### src/rtl/ghostbus_host_seq.sv
// Host-side ghostbus initiator: valid/ready commands in, one-cycle strobes out.
// Define GHOSTBUS_HOST_BURST_EN to honour cmd_len for multi-beat reads.
module ghostbus_host_seq #(
    parameter int AW     = 24,
    parameter int DW     = 32,
    parameter int LW     = 8,
    parameter int RD_LAT = 2
) (
    input  logic          clk,
    input  logic          rst,
    input  logic          cmd_valid,
    output logic          cmd_ready,
    input  logic          cmd_write,
    input  logic [AW-1:0] cmd_addr,
    input  logic [DW-1:0] cmd_wdata,
    input  logic [LW-1:0] cmd_len,
    output logic          rsp_valid,
    input  logic          rsp_ready,
    output logic [DW-1:0] rsp_rdata,
    output logic          rsp_last,
    output logic          busy,
    output logic [AW-1:0] gb_addr,
    output logic [DW-1:0] gb_wdata,
    output logic          gb_we,
    output logic          gb_re,
    input  logic [DW-1:0] gb_rdata
);

    typedef enum logic [2:0] {
        IDLE,
        WR,
        RD_ISSUE,
        RD_WAIT,
        RSP
    } state_t;

    localparam logic [3:0] LAT = 4'(RD_LAT);

    state_t        state_q, state_d;
    logic [AW-1:0] addr_q, addr_d;
    logic [DW-1:0] wdata_q, wdata_d;
    logic [DW-1:0] rdata_q, rdata_d;
    logic          last_q, last_d;
    logic [3:0]    cnt_q, cnt_d;
    logic          accept;
    logic          beats_left;

`ifdef GHOSTBUS_HOST_BURST_EN
    logic [LW-1:0] rem_q, rem_d;

    assign beats_left = (rem_q != '0);

    always_ff @(posedge clk or posedge rst) begin
        if (rst) begin
            rem_q <= '0;
        end else begin
            rem_q <= rem_d;
        end
    end
`else
    logic unused_len;

    assign unused_len = ^cmd_len;
    assign beats_left = 1'b0;
`endif

    assign accept = cmd_valid && cmd_ready;

    always_ff @(posedge clk or posedge rst) begin
        if (rst) begin
            state_q <= IDLE;
            addr_q  <= '0;
            wdata_q <= '0;
            rdata_q <= '0;
            last_q  <= 1'b0;
            cnt_q   <= '0;
        end else begin
            state_q <= state_d;
            addr_q  <= addr_d;
            wdata_q <= wdata_d;
            rdata_q <= rdata_d;
            last_q  <= last_d;
            cnt_q   <= cnt_d;
        end
    end

    always_comb begin
        state_d = state_q;
        addr_d  = addr_q;
        wdata_d = wdata_q;
        rdata_d = rdata_q;
        last_d  = last_q;
        cnt_d   = cnt_q;
`ifdef GHOSTBUS_HOST_BURST_EN
        rem_d   = rem_q;
`endif
        unique case (state_q)
            IDLE: begin
                if (accept) begin
                    addr_d = cmd_addr;
`ifdef GHOSTBUS_HOST_BURST_EN
                    rem_d  = cmd_write ? '0 : cmd_len;
`endif
                    // gb_wdata only moves on writes so it holds between strobes
                    if (cmd_write) begin
                        wdata_d = cmd_wdata;
                        state_d = WR;
                    end else begin
                        state_d = RD_ISSUE;
                    end
                end
            end
            WR: begin
                state_d = IDLE;
            end
            RD_ISSUE: begin
                cnt_d   = LAT;
                state_d = RD_WAIT;
            end
            RD_WAIT: begin
                if (cnt_q <= 4'd1) begin
                    rdata_d = gb_rdata;
                    last_d  = !beats_left;
                    state_d = RSP;
                end else begin
                    cnt_d = cnt_q - 4'd1;
                end
            end
            RSP: begin
                if (rsp_ready) begin
                    if (beats_left) begin
                        addr_d  = addr_q + AW'(1);
`ifdef GHOSTBUS_HOST_BURST_EN
                        rem_d   = rem_q - LW'(1);
`endif
                        state_d = RD_ISSUE;
                    end else begin
                        state_d = IDLE;
                    end
                end
            end
            default: begin
                state_d = IDLE;
            end
        endcase
    end

    assign cmd_ready = (state_q == IDLE) && !rst;
    assign busy      = (state_q != IDLE);
    assign gb_we     = (state_q == WR);
    assign gb_re     = (state_q == RD_ISSUE);
    assign gb_addr   = addr_q;
    assign gb_wdata  = wdata_q;
    assign rsp_valid = (state_q == RSP);
    assign rsp_rdata = rdata_q;
    assign rsp_last  = last_q;

endmodule

### config.mk
export PLATFORM = sky130hd
export DESIGN_NAME = ghostbus_host_seq
export DESIGN_NICKNAME = d
export VERILOG_FILES = /design/src/rtl/ghostbus_host_seq.sv
export SDC_FILE = /design/constraint.sdc
export NUM_CORES = 1
export LEC_CHECK = 0
export CAP_MARGIN = 20
export CORE_MARGIN = 2
export CORE_UTILIZATION = 43
export DETAILED_ROUTE_END_ITERATION = 10
export HOLD_SLACK_MARGIN = 0.15
export PLACE_DENSITY = 0.93
export SLEW_MARGIN = 20
export SYNTH_ARGS = -nofsm -noshare
export SYNTH_HDL_FRONTEND = slang
export SYNTH_SLANG_ARGS = --single-unit
### constraint.sdc
create_clock -name clk -period 7.1 [get_ports clk]
set_input_delay 1.42 -clock clk [delete_from_list [all_inputs] [get_ports clk]]
set_output_delay 1.42 -clock clk [all_outputs]
set_load 0.03 [all_outputs]
==> flow_summary.yaml <==
floorplan:
  design.portCount: 195
  row_count: 34
  initial_standard_cell_utilization_of_the_core_pct: 43.70
  die_width_um: 97.68
  core_region_area_um2: 8636
  die-height_um: 97.68
  floorplan.die_area_um2: 9541
global_route:
  overall_track_demand_over_capacity_in_global_routing_pct: 19.94
  grt_pass1_vias: 2957
  grt_pass1_wl_um: 15080
  grt_overflow: 0
  grt_antenna_before_repair: 0
  grt_start_max_net_pins: 56
run_status:
  run_status: "completed"
worst_setup_path:
  r2r-start: "state_q[0]"
  setup.worst_path.start_class: "input pin"
  slowest_delay_ns: 0.68
  timing.critical_path.cells: "clkdlybuf4s50_1 > nor2_1 > clkdlybuf4s50_1"
  critPathSlowestCell: "sky130_fd_sc_hd__clkdlybuf4s50_1"
  path_max_fanout: 4
  timing.critical_path.arrival_ns: 2.79
  endpoint_kind: "primary output"
  critical-path-top-cell-by-count: "sky130_fd_sc_hd__clkdlybuf4s50_1"
  crit_type: "input pin to primary output"
  r2r.worst_path.cells: 3
  rrSetupSlack_ns: 4.97
  worstReg2RegEnd: "gb_addr[15]"
  required_arrival_time_at_the_worst_endpoint_ns: 5.68
cells_and_area:
  stdcell_count: 544
  mostFrequentLayoutCells: "sky130_fd_sc_hd__clkdlybuf4s50_1 (186), sky130_fd_sc_hd__dfrtp_1 (96), sky130_fd_sc_hd__mux2_1 (58)"
  multiInputGateArea_um2: 1286
  layout-area-overhead-vs-synth_pct: 57.00
  number_of_fill_cells: 620
  final-seq-area_um2: 2402
  layout.nets: 534
  n_antenna_cell: 0
  drive_gt1_share_pct: 11.70
  layout.cells.most_common: "sky130_fd_sc_hd__clkdlybuf4s50_1"
  postLayoutCellArea_um2: 5924
synth:
  warnings_synthesis: 0
  ys_ff_latch: 96
  post-synth-top-area-fraction_pct: 63.66
  synth_top_cell_by_area: "sky130_fd_sc_hd__dfrtp_1"
  yosysUniqueCellTypes: 32
  yosys-top-cells-area: "sky130_fd_sc_hd__dfrtp_1 (64%), sky130_fd_sc_hd__mux2_1 (17%), sky130_fd_sc_hd__mux2_2 (9.0%)"
  synth_enable_flop_cells: 0
  synth_cells: 243
  synth_area_um2: 3774
  syn_avg_cell_area_um2: 15.53
  synth.yosys.seq_area_share_pct: 63.66
  share_of_flip_flops_with_an_asynchronous_set_or_reset_pct: 100.0
  postSynth.topFlopCell: "sky130_fd_sc_hd__dfrtp_1"
  syn_nets: 346
clocking:
  clock_network_latency_to_the_later_pin_of_the_worst_skew_pair_ns: 0.35
  post-cts-setup-buffers: 0
  clk_root_buffer_cell: "sky130_fd_sc_hd__clkbuf_8"
  clock_tree.htree_level_count: 3
  clkSinkCount: 96
  post_cts_resized: 0
  max-clock-path-buffers: 2
  worst_setup_hold_path_clk_slew_ns: 0.09
  hold_buffer_count_at_cts: 0
  numCtsBuffers: 9
  tritoncts: "yes"
route:
  drt_pre_antenna_iters: 4
  post_drt_via_cell_ratio: 4.934
  ant_nets: 0
  drt-wirelength-per-cell_um: 16.87
  via_count: 2684
  drt_iter0_markers: 54
  drt-total-wl_um: 9175
  post-route-drc-count: 0
placed_design:
  postPlaceCellArea_um2: 5722
  hpwl_um: 7072
  numPortBuffers: 186
  finalWeightedCongestion: 0.7574
  dpl.cell_count: 528
timing:
  timing.hold.ws_ns: 0.4922
  max_slew_margin_pct: 34.30
  fin_tns_setup_ns: 0
  layout_worst_path_cycle_share_pct: 59.24
  final_period_minus_worst_setup_slack_ns: 4.206
  final_max_slew_viol_count: 0
  timing_hold_violations_final: 0
  worst_slew_pin_tran_ns: 0.9831
  achievable_freq_mhz: 237.7
  setup_viol: 0
  rsz0062_at_grt: "no"
  fin_skew_ns: 0.01252
hold_path:
  hold_critical_path_depth: 1
  min_delay_worst_endpoint: "rsp_last"
  hold_start: "rsp_last"
  hp-class: "flop to flop"
power:
  power_per_cell_area_nw_per_um2: 490.5
  design_power_total_mw: 2.906
  ir_worst_vdd_mv: 0.2316
  leakage_nw: 2.509
flow_run:
  maxCapViolCount: 0
-- worst max-delay path: cells and delay by family --
kind          cells  cell delay, ns
simple gates      1            0.16
buf+inv           2            1.20
-- cells by family after synthesis --
group                      count (synthesis)  synth area share [%]
AOI/OAI and AO/OA                         13                 2.454
adders and majority gates                  2                0.6630
buffers and inverters                     16                 2.255
DFF                                       96                 63.66
muxes                                     88                 26.26
and+or+nand+nor                           28                 4.708
-- routing by layer --
metal / part of all wire [%] / wire (µm) / GRT usage, % / vias up
met5: 0 / 0 / 0 / -
met4: 2.3 / 209 / 6.944 / 0
met3: 5.6 / 518 / 4.892 / 20
met2: 53 / 4857 / 35.38 / 108
met1: 39 / 3589 / 23.59 / 1329
li1: - / - / - / 1227
-- area by class of cell --
| type | instances | area share (%) |
|---|---|---|
| well taps | 108 | 2.281 |
| clock inverters | 6 | 1.267 |
| multi-input cells | 131 | 21.71 |
| inverters | 5 | 0.3590 |
| repair buffers | 188 | 31.68 |
| clock buffers | 10 | 2.154 |
| flip-flops and latches | 96 | 40.55 |
-- cells in the mapped netlist (3+ instances only) --
cell type	number
sky130_fd_sc_hd__dfrtp_1	96
sky130_fd_sc_hd__mux2_1	58
sky130_fd_sc_hd__mux2_2	30
sky130_fd_sc_hd__nor2_1	6
sky130_fd_sc_hd__buf_2	5
sky130_fd_sc_hd__buf_4	5
sky130_fd_sc_hd__inv_1	5
sky130_fd_sc_hd__nand2_1	5
sky130_fd_sc_hd__a21oi_1	3
-- worst max-delay path by stage --
stage | start | end | slack, ns | cells after the start
finish | rst | cmd_ready | 2.89 | 3
global route | rst | cmd_ready | 2.83 | 3
CTS | rst | cmd_ready | 2.90 | 3
detailed placement | rst | cmd_ready | 2.90 | 3
global placement | rst | cmd_ready | 2.92 | 3
floorplan | rst | cnt_q[0] | 3.17 | 1
-- metrics by stage --
| step | setup WS [ns] | utilization, % |
|---|---|---|
| finish | 2.894 | 68.60 |
| global placement | 2.924 | 66.26 |
| detailed placement | 2.905 | 66.26 |
| floorplan | 3.175 | - |
| global route | 2.832 | 68.60 |
| CTS | 2.904 | 68.60 |
-- where the power goes --
group          switching (mW)  total, mW  leakage (nW)  internal (mW)
clock                   0.195      0.364        0.0994          0.169
combinational           0.849       1.56          1.26          0.711
sequential              0.162      0.982          1.15          0.820
total                    1.21       2.91          2.51           1.70
-- flip-flops by register name, summed over array words and instances (netlist names) --
| register | count |
|---|---|
| state_q | 3 |
| rsp_rdata | 32 |
| gb_addr | 24 |
| rsp_last | 1 |
| cnt_q | 4 |
| gb_wdata | 32 |
No activity file was read; power rests on OpenSTA's default activity.
